### src/rtl/fifo_rd_stream_adapter.sv
// fifo_rd_stream_adapter
// Drains a synchronous FIFO (rden/empty/rddata, 1-cycle read latency) and
// re-presents its words as a valid/ready stream. A 3-entry skid buffer holds
// words already read so the FIFO read enable never depends on m_ready.
//
// Ports:
//   clk, reset     clock, asynchronous active-high reset
//   i_enable       permits new FIFO pops (buffered/in-flight words still drain)
//   o_rden         FIFO read enable
//   i_empty        FIFO empty flag
//   i_rddata       FIFO read data, valid the cycle after o_rden
//   m_valid/m_data/m_ready   output stream
//   o_busy         buffer non-empty or a read in flight
//   o_xfer_cnt     count of accepted stream words (wraps)
module fifo_rd_stream_adapter #(
    parameter int DATA_W = 32,
    parameter int CNT_W  = 16
) (
    input  logic              clk,
    input  logic              reset,
    input  logic              i_enable,
    output logic              o_rden,
    input  logic              i_empty,
    input  logic [DATA_W-1:0] i_rddata,
    output logic              m_valid,
    output logic [DATA_W-1:0] m_data,
    input  logic              m_ready,
    output logic              o_busy,
    output logic [CNT_W-1:0]  o_xfer_cnt
);

    logic [DATA_W-1:0] r_buf [3];
    logic [1:0]        r_head;
    logic [1:0]        r_tail;
    logic [1:0]        r_occ;
    logic              r_pend;
    logic [CNT_W-1:0]  r_cnt;

    logic              w_pop;
    logic [2:0]        w_fill;

    function automatic logic [1:0] nxt(input logic [1:0] p);
        return (p == 2'd2) ? 2'd0 : p + 2'd1;
    endfunction

    // Reserve a slot for the in-flight word too, so the buffer cannot
    // overflow even when m_ready is held low indefinitely.
    assign w_fill     = {1'b0, r_occ} + {2'b00, r_pend};
    assign o_rden     = ~reset & i_enable & ~i_empty & (w_fill < 3'd3);
    assign m_valid    = (r_occ != 2'd0);
    assign w_pop      = m_valid & m_ready;
    assign o_busy     = m_valid | r_pend;
    assign o_xfer_cnt = r_cnt;

    always_comb begin
        m_data = r_buf[0];
        if (r_head == 2'd1) m_data = r_buf[1];
        if (r_head == 2'd2) m_data = r_buf[2];
    end

    always_ff @(posedge clk or posedge reset) begin
        if (reset) begin
            for (int i = 0; i < 3; i++) r_buf[i] <= '0;
            r_head <= 2'd0;
            r_tail <= 2'd0;
            r_occ  <= 2'd0;
            r_pend <= 1'b0;
            r_cnt  <= '0;
        end else begin
            r_pend <= o_rden;
            // Capture the word read last cycle at the tail.
            if (r_pend) begin
                for (int i = 0; i < 3; i++)
                    if (r_tail == 2'(i)) r_buf[i] <= i_rddata;
                r_tail <= nxt(r_tail);
            end
            if (w_pop) begin
                r_head <= nxt(r_head);
                r_cnt  <= r_cnt + 1'b1;
            end
            // Capture and pop in the same cycle cancel out.
            r_occ <= r_occ + {1'b0, r_pend} - {1'b0, w_pop};
        end
    end

endmodule
### config.mk
export PLATFORM = sky130hd
export DESIGN_NAME = fifo_rd_stream_adapter
export DESIGN_NICKNAME = d
export VERILOG_FILES = /design/src/rtl/fifo_rd_stream_adapter.sv
export SDC_FILE = /design/constraint.sdc
export NUM_CORES = 1
export LEC_CHECK = 0
export ABC_AREA = 1
export BUFFER_PORTS_ARGS = -buffer_cell sky130_fd_sc_hd__buf_2
export CAP_MARGIN = 20
export CORE_MARGIN = 1.5
export CORE_UTILIZATION = 45
export DETAILED_ROUTE_END_ITERATION = 10
export PLACE_DENSITY = 0.81
export SYNTH_ARGS = -nofsm -noshare
export SYNTH_HDL_FRONTEND = slang
export SYNTH_SLANG_ARGS = --single-unit
### constraint.sdc
create_clock -name clk -period 3.3 [get_ports clk]
set_input_delay 0.165 -clock clk [delete_from_list [all_inputs] [get_ports clk]]
set_output_delay 0.165 -clock clk [all_outputs]
set_load 0.005 [all_outputs]
Word level (Yosys, flattened, before mapping)
Cells that the tools add are included.
{"block": "totals", "memories": 0, "output_inout_bits": 51, "mem_bits_ro": 0, "ram_bits": 0, "register_bits": 119, "latch_bits": 0}
{"block": "classes", "div": 0, "n_reduce_logical": 5, "n_mux": 4, "eq_ne": 4, "add_sub_neg": 6, "mul": 0, "bitwise_logic": 7, "n_lt_le_gt_ge": 1, "n_shift": 0}
{"cell": "$mux 32", "n": 2}
{"cell": "$add 16x1->16 const B", "n": 1}
{"cell": "$reduce_and 2->1", "n": 3}
{"cell": "$add 2x1->2 const B", "n": 2}
{"cell": "$and 1x1->1", "n": 4}
{"cell": "$eq 2x1->1 const B", "n": 2}
{"cell": "$eq 2x2->1 const B", "n": 2}
{"cell": "$mux 2", "n": 2}
{"cell": "$add 2x1->3", "n": 1}
{"cell": "$lt 3x2->1 const B", "n": 1}
{"cell": "$add 2x1->2", "n": 1}
{"cell": "$logic_not 2->1", "n": 1}
{"cell": "$not 1->1", "n": 2}
{"cell": "$reduce_bool 2->1", "n": 1}
{"cell": "$sub 2x1->2", "n": 1}
{"cell": "$or 1x1->1", "n": 1}

Depth between registers and ports, before layout
{"block": "logic_depth", "ltp_word": 4, "ltp_mapped": 8, "ltp_nobuf": 8}

Worst setup path after synthesis
No wires, ideal clock.
{"block": "synth_timing", "path_kind": "input port to output port", "start": "in reset", "end": "out o_rden", "cell_stages": 3, "path_slack_ps": 42, "n_path_buf": 0, "arrival_ps": 3093, "required_ps": 3135, "path_cell_list": "inv_1 -> nand3_1 -> a21oi_1"}
{"block": "synth_via", "elab_chain_len": 4}
{"element": "start: declaration", "line": "20", "text": "input logic reset,"}
{"element": "$not 1->1", "line": "49", "text": "assign o_rden = ~reset & i_enable & ~i_empty & (w_fill < 3'd3);"}
{"element": "$and 1x1->1 (3 in a row)", "line": "49"}
{"element": "end: declaration", "line": "22", "text": "output logic o_rden,"}
Every way passes these cells.

Worst setup path in the final report
{"block": "layout_timing", "start": "reg r_head[0]", "end": "out m_data[30]"}
{"block": "layout_via", "elab_chain_len": 3}
{"element": "start: declaration", "line": "33", "text": "logic [1:0] r_head;"}
{"element": "start signal: assignment", "line": "78", "text": "r_head <= nxt(r_head);"}
{"element": "$eq 2x1->1", "line": "57", "text": "if (r_head == 2'd1) m_data = r_buf[1];"}
{"element": "$mux 32", "line": "57"}
{"element": "$mux 32 (*)", "line": "58", "text": "if (r_head == 2'd2) m_data = r_buf[2];"}
{"element": "end: declaration", "line": "26", "text": "output logic [DATA_W-1:0] m_data,"}
Mark *: on every way between the ends. The rest lies on a longest branch, timed or not.

==> flow_summary.yaml <==
timing:
  max_freq_mhz: 423
  worstMarginPinSlew_ps: 784
  finClkSkew_ps: 10.2
  finalCriticalPeriod_ps: 2360
  rsz0062_at_grt: "false"
  finalHoldViolCount: 0
  finalSetupViolCount: 0
  slew_viol_final: 0
  min_period_over_period_pct: 71.6
  whs_ps: 37.8
  finalSetupTns_ps: 0
  relSlewSlack_pct: 47.6
cells_and_area:
  multiInputGateArea_um2: 1880
  drive_gt1_share_pct: 20.1
  stdcell_count: 835
  regArea_um2: 2980
  final_util_pct: 55.7
  fill_cells: 996
  final_area_um2: 6330
  nets: 723
  diodes: 0
  synthToLayoutAreaGrowth_pct: 21.3
place:
  gp_congestion: 0.811
  dp_hpwl_um: 7890
  placed_area_um2: 5750
  portBuffers: 87
  placed_cells: 804
power_and_ir_drop:
  peakVddDrop_mv: 0.468
  leakagePower_uw: 0.00328
  power.density_nw_per_um2: 1050
synth:
  synthTopCellsByArea: "dfrtp_1 57%, nand2_1 10%, o21ai_1 9.6%"
  yosysTopAreaCell: "dfrtp_1"
  ys_ff_latch: 119
  synth_top_cells_by_count: "141 x nand2_1, 119 x dfrtp_1, 100 x o21ai_1"
  synthCells: 597
  ys_warn_count: 0
  synth_nets: 639
  synth_area_um2: 5220
  ys.flop_type: "dfrtp_1"
  synth_edf_count: 0
  synth_top_area_share_pct: 57.1
  ys_seq_area_share_pct: 57.1
  synth_cell_types: 28
  async_flop_share_pct: 100
  synth.most_common_cell: "nand2_1"
  avgSynthCellArea_um2: 8.74
run_status:
  status: "finished, final reports clean"
floorplan:
  ioPinCount: 88
  die_y_um: 111
  dieArea_um2: 12200
  coreArea_um2: 11400
  start_util_pct: 45.9
  rows: 39
  chipWidth_um: 111
clocking:
  clk-insertion-delay-late_ps: 410
  clkTransAtPathRegs_ps: 50
  cts.sinks: 119
  cts_setup_buffers: 0
  cts_resized: 0
  cts_max_path_buffers: 2
  h-tree-depth: 4
  cts_inserted_buffers: 17
  cts_tree: "yes"
  cts_root_buffer: "clkbuf_16"
route:
  drt-total-wl_um: 12100
  vias: 4362
  drt-pass1-iter-count: 5
  drc_errors: 0
  viasPerCell: 5.22
  drt_iter0_markers: 338
  ant_nets: 0
  avgRoutedWirePerCell_um: 14.5
setup_path:
  end_kind: "primary output"
  cp.arrival_ps: 2200
  path_class: "reg2out"
  critPathMaxFanout: 28
  cp-start-kind: "flop"
  cp_data_required_time_ps: 3130
  r2r_start: "r_pend"
  startpoint: "r_head[0]"
min_path:
  hp-start: "i_rddata[14]"
  hp-class: "in2reg"
global_route:
  grt_pass1_wl_um: 20100
  grt_overflow: 0
  grt_pass1_vias: 4345
  grt_max_degree: 101
  antenna_found_initial: 0
  track_usage_pct: 20.4
flow_run:
  maxCapViolCount: 0
## stage by stage
step / setup slack, ps / total power (µW)
5_1_grt: 810 / 7070
4_1_cts: 927 / 6660
6_report: 937 / 6620
2_1_floorplan: 899 / 3990
3_5_place_dp: 1370 / 4840
3_3_place_gp: 1410 / 4700
## routing by layer
| metal | global-route usage (%) | wire, µm | vias up |
|---|---|---|---|
| li1 | - | - | 2105 |
| met1 | 25.1 | 5250 | 2114 |
| met2 | 33.5 | 5940 | 122 |
| met3 | 6.07 | 675 | 21 |
| met4 | 8.97 | 240 | 0 |
| met5 | 0 | 0 | - |
## area by class of cell
cell class                 instances  area share (%)
sequential                       119            47.0
multi-input combinational        391            29.8
clock inverter                     8            1.56
clock buffer                      22            7.49
timing repair buffer              92            7.71
tap                              143            2.83
inverter                          60            3.62
## timing repair
action,CTS,global route
endpoints found under the setup margin,0,0
hold endpoints to repair,19,0
hold buffers,1,0
## critical path, stage by stage (launching register included)
cell and delay (ps):
dfrtp_1 540, inv_2 110, nand2_4 320, nand2_4 310, inv_2 210, nand2_1 60
nand3_1 100, buf_2 130
## registers in the layout, summed over array words and instances, names as in the netlist
signal,cells
o_xfer_cnt,16
r_buf,96
r_head,2
r_occ,2
r_pend,1
r_tail,2
## power breakdown
group          internal [µW]  switching, µW
registers               2140            440
clock network           1160            616
logic                    958           1320
## path summary, 6_finish.rpt
check | endpoint | slack, ps | cells after the start
min in group asynchronous | o_xfer_cnt[0] | 340 | 3
max in group asynchronous | r_buf[0] | 2120 | 4
min | r_buf[14] | 40 | 3
max reg2reg | r_buf[24] | 1380 | 4
min reg2reg | r_buf[36] | 490 | 2
max | m_data[30] | 940 | 7
## layout by cell type (no fill, tap or decap), types with 5 or more instances in the layout
master	synthesis	final
o21ai_1	100	100
clkbuf_16	0	17
nand3_1	23	21
inv_2	5	5
dfrtp_1	119	119
xor2_1	5	5
inv_1	55	54
buf_2	16	87
o22ai_1	26	26
nand2_1	141	141
nor2_1	65	65
xnor2_1	6	6
ha_1	5	5
## kinds of logic after synthesis
| family | share of synthesized area, % |
|---|---|
| AOI/OAI and AO/OA | 13.3 |
| adders and majority gates | 1.20 |
| and+or+nand+nor | 19.6 |
| xor gates and xnor gates | 1.85 |
| DFF | 57.1 |
| buffers and inverters | 7.00 |
(Power assumes the default switching activity.)
